### src/rtl/aes_pkg.sv
// Shared types and constants for the streaming AES controller.
package aes_pkg;

    localparam int unsigned AES_BLK_W = 128;

    typedef enum logic [1:0] {
        IDLE  = 2'd0,
        ISSUE = 2'd1,
        WAIT  = 2'd2,
        OUT   = 2'd3
    } state_t;

    typedef enum logic {
        ECB = 1'b0,
        CBC = 1'b1
    } mode_t;

endpackage

### src/rtl/aes_blk_fifo.sv
// Block-wide input FIFO; extra pointer MSB distinguishes full from empty.
module aes_blk_fifo #(
    parameter int unsigned BLK_W      = 128,
    parameter int unsigned FIFO_DEPTH = 4
) (
    input  logic             clk,
    input  logic             rst,
    input  logic             push,
    input  logic             pop,
    input  logic [BLK_W-1:0] wr_data,
    output logic [BLK_W-1:0] head,
    output logic             full,
    output logic             empty
);

    localparam int unsigned ADDR_W = $clog2(FIFO_DEPTH);
    localparam int unsigned PTR_W  = ADDR_W + 1;

    logic [PTR_W-1:0] wr_ptr;
    logic [PTR_W-1:0] rd_ptr;
    logic [BLK_W-1:0] mem [FIFO_DEPTH];

    logic do_push;
    logic do_pop;

    assign do_push = push && !full;
    assign do_pop  = pop && !empty;

    assign empty = (wr_ptr == rd_ptr);
    assign full  = (wr_ptr[PTR_W-1] != rd_ptr[PTR_W-1]) &&
                   (wr_ptr[ADDR_W-1:0] == rd_ptr[ADDR_W-1:0]);
    assign head  = mem[rd_ptr[ADDR_W-1:0]];

    always_ff @(posedge clk) begin
        if (rst) begin
            wr_ptr <= '0;
            rd_ptr <= '0;
        end else begin
            if (do_push) wr_ptr <= wr_ptr + PTR_W'(1);
            if (do_pop)  rd_ptr <= rd_ptr + PTR_W'(1);
        end
    end

    // Storage needs no reset; pointers define which entries are live.
    always_ff @(posedge clk) begin
        if (do_push) mem[wr_ptr[ADDR_W-1:0]] <= wr_data;
    end

endmodule

### src/rtl/aes_stream_ctrl.sv
// Buffers plaintext blocks and sequences an external iterative AES core (ECB/CBC).
module aes_stream_ctrl
    import aes_pkg::*;
#(
    parameter int unsigned BLK_W      = AES_BLK_W,
    parameter int unsigned FIFO_DEPTH = 4,
    parameter int unsigned CNT_W      = 16
) (
    input  logic             clk,
    input  logic             rst,
    input  logic             in_valid,
    output logic             in_ready,
    input  logic [BLK_W-1:0] in_data,
    input  logic             mode,
    input  logic             iv_load,
    input  logic [BLK_W-1:0] iv,
    output logic             core_start,
    output logic [BLK_W-1:0] core_data,
    input  logic             core_done,
    input  logic [BLK_W-1:0] core_result,
    output logic             out_valid,
    input  logic             out_ready,
    output logic [BLK_W-1:0] out_data,
    output logic [CNT_W-1:0] blk_count,
    output logic             busy,
    output logic             err
);

    state_t           state;
    state_t           state_d;
    mode_t            mode_q;
    logic [BLK_W-1:0] chain;
    logic [BLK_W-1:0] fifo_head;
    logic             fifo_push;
    logic             fifo_pop;
    logic             fifo_full;
    logic             fifo_empty;

    assign in_ready  = !fifo_full;
    assign fifo_push = in_valid && !fifo_full;
    assign busy      = (state != IDLE) || !fifo_empty;

    aes_blk_fifo #(
        .BLK_W      (BLK_W),
        .FIFO_DEPTH (FIFO_DEPTH)
    ) u_fifo (
        .clk     (clk),
        .rst     (rst),
        .push    (fifo_push),
        .pop     (fifo_pop),
        .wr_data (in_data),
        .head    (fifo_head),
        .full    (fifo_full),
        .empty   (fifo_empty)
    );

    always_ff @(posedge clk) begin
        if (rst) state <= IDLE;
        else     state <= state_d;
    end

    always_comb begin
        state_d  = state;
        fifo_pop = 1'b0;
        case (state)
            IDLE:    if (!fifo_empty) state_d = ISSUE;
            ISSUE: begin
                fifo_pop = 1'b1;
                state_d  = WAIT;
            end
            WAIT:    if (core_done) state_d = OUT;
            OUT:     if (out_ready) state_d = IDLE;
            default: state_d = IDLE;
        endcase
    end

    // core_start and core_data launch together at the end of ISSUE so the core sees both at once.
    always_ff @(posedge clk) begin
        if (rst) begin
            mode_q     <= ECB;
            chain      <= '0;
            core_start <= 1'b0;
            core_data  <= '0;
            out_valid  <= 1'b0;
            out_data   <= '0;
            blk_count  <= '0;
            err        <= 1'b0;
        end else begin
            core_start <= (state == ISSUE);
            out_valid  <= (state_d == OUT);
            if (core_done && (state != WAIT)) err <= 1'b1;
            case (state)
                IDLE:  if (iv_load) chain <= iv;
                ISSUE: begin
                    mode_q    <= mode_t'(mode);
                    core_data <= mode ? (fifo_head ^ chain) : fifo_head;
                end
                WAIT: begin
                    if (core_done) begin
                        out_data <= core_result;
                        if (mode_q == CBC) chain <= core_result;
                    end
                end
                OUT:   if (out_ready) blk_count <= blk_count + CNT_W'(1);
                default: ;
            endcase
        end
    end

endmodule

### config.mk
export PLATFORM = sky130hd
export DESIGN_NAME = aes_stream_ctrl
export DESIGN_NICKNAME = d
export VERILOG_FILES = /design/src/rtl/aes_pkg.sv /design/src/rtl/aes_blk_fifo.sv /design/src/rtl/aes_stream_ctrl.sv
export SDC_FILE = /design/constraint.sdc
export NUM_CORES = 1
export LEC_CHECK = 0
export ABC_CLOCK_PERIOD_IN_PS = 6300
export CELL_PAD_IN_SITES_DETAIL_PLACEMENT = 0
export CELL_PAD_IN_SITES_GLOBAL_PLACEMENT = 1
export CORE_AREA = 4 4 306 308
export CTS_CLUSTER_DIAMETER = 30
export DETAILED_ROUTE_END_ITERATION = 10
export DIE_AREA = 0 0 310 312
export PLACE_DENSITY = 0.77
export SLEW_MARGIN = 20
export SYNTH_ARGS = -nofsm -noshare
export SYNTH_HDL_FRONTEND = slang
export SYNTH_SLANG_ARGS = --single-unit
### constraint.sdc
create_clock -name clk -period 6.3 [get_ports clk]
set_clock_uncertainty 0.2 [all_clocks]
set_input_delay 0.63 -clock clk [delete_from_list [all_inputs] [get_ports clk]]
set_output_delay 0.63 -clock clk [all_outputs]
set_load 0.1 [all_outputs]
**Word level (Yosys, flattened, before mapping)**

Memory sizes are Yosys's and may differ from the RTL's. A register that Yosys moved wholly into a read port is not among the register bits.
Index checks and enable logic that the tools add are counted.

- Flip-flop bits (word level): 412
- Memory bits (writable): 512
- Input bits: 391
- Output and inout port bits: 277
- Word-level logic and storage cells: 55
- Memories kept: 1

Memory list:

| memory | depth | bits a word | read ports | clocked after Yosys merged registers in | write ports | RTL line | source |
|---|---|---|---|---|---|---|---|
| u_fifo.mem | 4 | 128 | 1 | 1 | 1 | aes_blk_fifo.sv:21 | `logic [BLK_W-1:0] mem [FIFO_DEPTH];` |

- $add $sub $neg: 3
- Equal/unequal tests: 11
- Multiplexer cells: 14
- Bitwise logic cells: 1
- Reduce and logical (&&, ||, !) cells: 14

Operators by type and width:

| operator | number |
|---|---|
| 2-to-1 mux 128 bit | 4 |
| one-hot mux 128 bit (2 select lines) | 1 |
| bitwise XOR 128 bit | 1 |
| adder 16 x 1 -> 16 bit, second input constant | 1 |
| 2-to-1 mux 2 bit | 5 |
| inequality test 2 bit, second input constant | 4 |
| one-hot mux 2 bit (4 select lines) | 1 |
| adder 3 x 1 -> 3 bit, second input constant | 2 |
| equality test 2 bit, second input constant | 3 |
| logical AND 1 bit | 5 |
| AND reduction 2 bit | 2 |
| AND reduction 4 bit | 1 |
| nonzero test 2 bit | 2 |
| equality test 3 bit | 1 |
| 2-to-1 mux 1 bit | 3 |
| equality test 2 x 1 -> 1 bit, second input constant | 1 |
| equality test 2 bit | 1 |
| zero test 1 bit | 2 |
| zero test 2 bit | 1 |
| logical OR 1 bit | 1 |
| inequality test 1 bit | 1 |

**Longest topological paths before layout**

- Depth after elaboration: 7
- Mapped depth: 7

**Modules after synthesis**

A second synthesis with hierarchy kept.

- Cell total of the unflattened synthesis: 2673
- Area, all modules: 35773.1 um2

By module, submodules not included:

| module | instances | cells an instance | area an instance (um2) | sequential area each (um2) |
|---|---|---|---|---|
| aes_blk_fifo | 1 | 736 | 18984.5 | 15534.9 |
| aes_stream_ctrl | 1 | 1937 | 16788.6 | 8127.8 |

**Worst setup path before layout**

OpenSTA, ideal clock, no wires.

- Kind: input -> register
- From: in in_valid
- To: mem u_fifo.mem[1][0] (enable)
- Setup time: 0.502 ns
- Arrival: 3.959 ns
- Slack: 1.639 ns
- Stages on the path: 3
- Buffers on the path: 0
- Cell sequence: inv_1 > a31oi_2 > and2_1

- Cells in the longest elaborated chain, start to end: 4

Ends and longest elaborated chain:

| element | RTL line | source |
|---|---|---|
| start, declared | aes_stream_ctrl.sv:11 | `input logic in_valid,` |
| logical AND 1 bit | aes_stream_ctrl.sv:40 | `assign fifo_push = in_valid && !fifo_full;` |
| logical AND 1 bit | aes_blk_fifo.sv:26 | `assign do_push = push && !full;` |
| 2-to-1 mux 1 bit | aes_blk_fifo.sv:46 | `if (do_push) mem[wr_ptr[ADDR_W-1:0]] <= wr_data;` |
| 2-to-1 mux 1 bit (implied by the code) | aes_blk_fifo.sv:46 |  |
| end, declared | aes_blk_fifo.sv:21 |  |

Every way passes these cells.

**Worst setup path after layout**

- From: reg state[1]
- To: out busy

- Cells in the longest elaborated chain, start to end: 2

Ends and longest elaborated chain:

| element | RTL line | source |
|---|---|---|
| start, declared | aes_stream_ctrl.sv:29 | `state_t state;` |
| start signal, assigned | aes_stream_ctrl.sv:59 | `else state <= state_d;` |
| nonzero test 2 bit | aes_stream_ctrl.sv:41 | `assign busy = (state != IDLE) \|\| !fifo_empty;` |
| logical OR 1 bit | aes_stream_ctrl.sv:41 |  |
| end, declared | aes_stream_ctrl.sv:25 | `output logic busy,` |

Every way passes these cells.

==> qor.csv <==
metric;value;unit
status;finished, final reports clean;
cells on worst reg2reg path;4;
WP data required;5.47;ns
io pins;668;
top_reg_cell synth;edfxtp_1;
first-pass GRT wire length;156;mm
warnings from Yosys;0;
total track usage;0.217;
Final min period;3.64;ns
Clock Path Buffers;3;
Pwr Total;21.4;mW
P per Cell Area;430;nW/um^2
total CTS buffers;189;
Core ar.;91100;sq um
wire per inst;22.6;microns
Area growth syn-to-layout;38.0;%
Hold Path Cell Cnt;2;
Setup TNS;0;ns
Worst Tran Pin Value;1.11;ns
Via density;5.02;
Die W;310;microns
Iter 0 DRT Violations;1402;
initial antenna violation count;33;
Post-synth top cells;512 x edfxtp_1, 414 x dfxtp_1, 391 x nand2_1, 275 x nor2_1, 256 x a211oi_1;
slowest stage cell on the critical path;clkdlybuf4s50_1;
ordered cell list for the critical path;nor2_1 > nand4_1 > clkdlybuf4s50_1;
Post-Layout Cell Count;4704;
worst min-delay path category;in2reg;
flop and latch count out of synthesis;926;
EDFF count, synth;512;
Site Rows;111;
DP Worst Slack;2.74;ns
library cells used by synthesis;42;
post-CTS sizing;0;
Die ar.;96700;sq um
Final GP Congestion;0.757;
clock latency on the worst-skew pair;0.74;ns
Worst-path clk slew;0.05;ns
Initial Util;0.396;
Tcrit/Tclk final;0.577;
Die Height;312;microns
final worst slack;2.66;ns
synth top area cells;edfxtp_1 43%, dfxtp_1 23%, mux4_2 8.0%, a211oi_1 5.3%, nand2_1 4.1%;
CP Launch Type;flop;
HPWL Detailed;70.8;mm
vias;23600;
DP Cell Count;4333;
FILL cells;7613;
vias in the first global route;24100;
CP endpoint kind;output pin;
leak pwr;17.4;nW
Setup Fix Bufs, Post-CTS;0;
Avg Cell Area, Syn;13.7;sq um
largest net degree at the start of global routing;163;
First-pass DRT Iterations;7;
syn nets;3037;
final setup fails;0;
max-slew violation count;0;
CTS Sinks;926;
RSZ-0062 raised after global routing;false;
Crit Path Max Fanout;9;
CP Depth;3;
number of max-cap violations;0;
most numerous cell in the Yosys netlist;edfxtp_1;
DRT Wirelength;107;mm
register area share after synthesis;0.656;
Final ANT Viol Nets;0;
hold_buf cts;0;
Yosys top cell by area;edfxtp_1;
CP peak stage delay;1.20;ns
Mapped Cells;2640;
Peak VDD IR;0.272;mV
Max Freq;0.275;GHz
IO Port Bufs;667;
CP bufs+invs;1;
CP Class;reg2out;
final hold violations;0;
final core utilization;0.546;
post-synth top area share;0.426;
Slew HR;0.255;
GRT overflow;0;
Async SR Flop Fraction;0;
Post-layout nets;3735;
Synth Cell Area;36100;sq um
H-tree depth;4;
Crit path max-delay family;buffers and inverters;
crit path DAT;2.81;ns
DRC Markers;0;
share of cells above drive strength 1;0.141;
root buf cell;clkbuf_16;
TritonCTS clock tree;built;
==> cell type report <==
class	count	area (sq um)	area share
Clock buffer	231	5030	0.101
Sequential cell	926	23700	0.476
Multi-Input combinational cell	1520	11000	0.222
Inverter	5	18.8	0.000377
Antenna cell	12	30.0	0.000604
Timing Repair Buffer	696	7010	0.141
Tap cell	1186	1480	0.0298
Clock inverter	128	1480	0.0297
==> where the power goes <==
part / switching [mW] / leakage (nW) / internal [mW]
clock: 3.37 / 3.11 / 6.52
sequential: 0.275 / 8.09 / 6.96
combinational: 2.98 / 6.24 / 1.30
==> sequential cells by signal, summed over array words and instances, names as in the netlist, 2 cells and up, named ones only <==
register / flops
core_data: 128
blk_count: 16
u_fifo.mem: 512
chain: 128
u_fifo.rd_ptr: 3
state: 2
u_fifo.wr_ptr: 3
out_data: 128
==> metal layers <==
| metal | vias up | GRT usage | share of wire |
|---|---|---|---|
| met3 | 162 | 0.0865 | 0.096 |
| met2 | 804 | 0.347 | 0.47 |
| met1 | 11400 | 0.270 | 0.41 |
| met5 | - | 0 | 0.0015 |
| li1 | 11200 | - | - |
| met4 | 24 | 0.0670 | 0.021 |
==> logic make-up after synthesis <==
kind of cell             share of synthesized area
AO/OA/AOI/OAI                               0.0749
XOR/XNOR                                    0.0347
AND/OR/NAND/NOR                             0.0764
multiplexers                                 0.117
adder cells (fa/ha/maj)                    0.00208
flip-flops                                   0.656
buffers and inverters                       0.0392
==> cell usage in the layout (no fill, tap or decap), drive strengths merged, types with 4 or more instances in the layout <==
| master | instances |
|---|---|
| clkdlybuf4s50 | 657 |
| edfxtp | 512 |
| dfxtp | 414 |
| nand2 | 391 |
| nor2 | 275 |
| a211oi | 256 |
| clkbuf | 231 |
| a21oi | 139 |
| xor2 | 137 |
| mux2i | 131 |
| mux4 | 128 |
| clkinv | 64 |
| buf | 39 |
| inv | 28 |
| clkinvlp | 22 |
| bufinv | 19 |
| diode | 12 |
| nand3 | 8 |
| xnor2 | 6 |
| ha | 6 |
| nand4 | 6 |
| and2 | 4 |
| o31ai | 4 |
| or4 | 4 |
==> worst paths after layout <==
kind / from / slack, ns / to
setup / recovery: state[1] / 2.66 / busy
hold / removal: rst / 0.13 / out_data[62]
setup reg to reg: u_fifo.wr_ptr[0] / 3.32 / u_fifo.mem[0][27]
hold reg to reg: out_data[47] / 0.25 / out_data[47]
==> stage by stage <==
stage | hold slack, ns | cell area [sq um]
after floorplan | 0.237 | 36100
after global placement | 0.241 | 43200
after detailed placement | 0.245 | 43200
after CTS | 0.0736 | 49700
after global routing | 0.125 | 49700
final | 0.132 | 49800
(Power assumes the default switching activity.)
==> edit (config.mk and constraints unchanged) <==
Reset style: asynchronous (`rst`), changed in 3 clocked blocks.
--- a/src/rtl/aes_blk_fifo.sv
+++ b/src/rtl/aes_blk_fifo.sv
@@ -31,7 +31,7 @@
                    (wr_ptr[ADDR_W-1:0] == rd_ptr[ADDR_W-1:0]);
     assign head  = mem[rd_ptr[ADDR_W-1:0]];
 
-    always_ff @(posedge clk) begin
+    always_ff @(posedge clk or posedge rst) begin
         if (rst) begin
             wr_ptr <= '0;
             rd_ptr <= '0;
--- a/src/rtl/aes_stream_ctrl.sv
+++ b/src/rtl/aes_stream_ctrl.sv
@@ -54,7 +54,7 @@
         .empty   (fifo_empty)
     );
 
-    always_ff @(posedge clk) begin
+    always_ff @(posedge clk or posedge rst) begin
         if (rst) state <= IDLE;
         else     state <= state_d;
     end
@@ -75,7 +75,7 @@
     end
 
     // core_start and core_data launch together at the end of ISSUE so the core sees both at once.
-    always_ff @(posedge clk) begin
+    always_ff @(posedge clk or posedge rst) begin
         if (rst) begin
             mode_q     <= ECB;
             chain      <= '0;
Function: differs if rst is asserted again (counterexample within 4 cycles, from zero or initial values and one cycle with rst high); with rst held inactive, the same outputs for 4 cycles.
==> edit against the original RTL <==
Sequential cell count down 2. Setup slack worse by 700 ps. First-iteration DRC count down 2.6%. Critical path depth up 1. Cell area up 2.1%. Routed wire length down 6.1%. Count of clock-buffer cells in the layout down 8. Synthesized area up 0.67%.
Power is left out: the tool's default activity adds up to more than one toggle a clock period on the data nets, which glitch-free logic cannot reach.
==> edit: results (changes against the original RTL) <==
FF-to-FF End: core_data[85]$_DFFE_PP0P_ (was u_fifo.mem[0][27]$_DFFE_PP_)
via count: 23,003 (was 23,632)
critical path peak fanout: 44 (was 9)
initial drt markers: 1,365 (was 1,402)
Total GRT Usage: 20.8% (was 21.7%)
routability congestion estimate: 0.803 (was 0.757)
Layout Area Growth over Synthesis: 40.0% (was 38.0%)
CTS Buf Count: 186 (was 189)
Hold EP: mode_q$_DFFE_PP0P_ (was out_data[62]$_SDFFE_PP0P_)
ys async rst share: 44.6% (was 0%)
Netlist cell types: 33 (was 42)
vias in the first global route: 25,054 (was 24,116)
FF-to-FF Start: u_fifo.rd_ptr[1]$_DFFE_PP0P_ (was u_fifo.wr_ptr[0]$_SDFFE_PP0P_)
WP data arrival: 3500 ps (was 2810 ps)
GRT met2 Usage: 36.3% (was 34.7%)
post-DP HPWL: 62.8 mm (was 70.8 mm)
met3 usage in global routing: 6.13% (was 8.65%)
sequential cell area fraction in the yosys report: 70.7% (was 65.6%)
post-synthesis net count: 2,835 (was 3,037)
leading post-synthesis cells by cell area: edfxtp_1, dfrtp_1, mux4_2, nand2_1, mux2_2 (was edfxtp_1, dfxtp_1, mux4_2, a211oi_1, nand2_1)
FF-to-FF path depth: 5 (was 4)
Reg2Reg Setup Slack: 2850 ps (was 3320 ps)
WHS: 210 ps (was 132 ps)
GR Util met1: 24.1% (was 27.0%)
DR WL/cell: 22.0 um (was 22.6 um)
DP Area: 0.0441 mm^2 (was 0.0432 mm^2)
pre-CTS WS: 2620 ps (was 2740 ps)
met2 wire length: 51.4 mm (was 50.4 mm)
Via density: 5.06 (was 5.02)
Nets: 3,568 (was 3,735)
largest net degree at the start of global routing: 162 (was 163)
list of most frequent post-synthesis cells: nand2_1, edfxtp_1, dfrtp_1 (was edfxtp_1, dfxtp_1, nand2_1)
max_slew headroom: 23.8% (was 25.5%)
WHS Path Cells: 3 (was 2)
min-delay src: mode (was rst)
outcome: completed (unchanged)
Critical Path Source: u_fifo.rd_ptr[0]$_DFFE_PP0P_ (was state[1]$_SDFF_PP0_)
initial antenna violation count: 25 (was 33)
==> edit: logic make-up (layout without fill, tap and decap cells) <==
group                      after synthesis  after routing  synth area share [%]
DFF                                    924            924                  70.7
and+or+nand+nor                        686            686                  7.27
AOI/OAI and AO/OA                      260            260                  4.06
muxes                                  260            260                  12.0
buffers and inverters                  152           1051                  2.05
xor gates and xnor gates               150            150                  3.64
adders and majority gates                6              6                 0.207
other                                    0             20                     0
==> edit: layout make-up <==
cell class                      count  area [um^2]
Timing Repair Buffer              690         6980
Tap cell                         1186         1480
Multi-Input combinational cell   1362         9940
Inverter                            7         30.0
Clock buffer                      223         5030
Sequential cell                   924        25700
Antenna cell                       20         50.0
Clock inverter                    131         1620
Fill cell                        7231        40300
==> edit: critical path, stage by stage (launching register included) <==
cell and delay [ps]:
dfrtp_4 1050, xnor2_2 200, and3_1 260, nand2_1 90
clkdlybuf4s50_1 1150
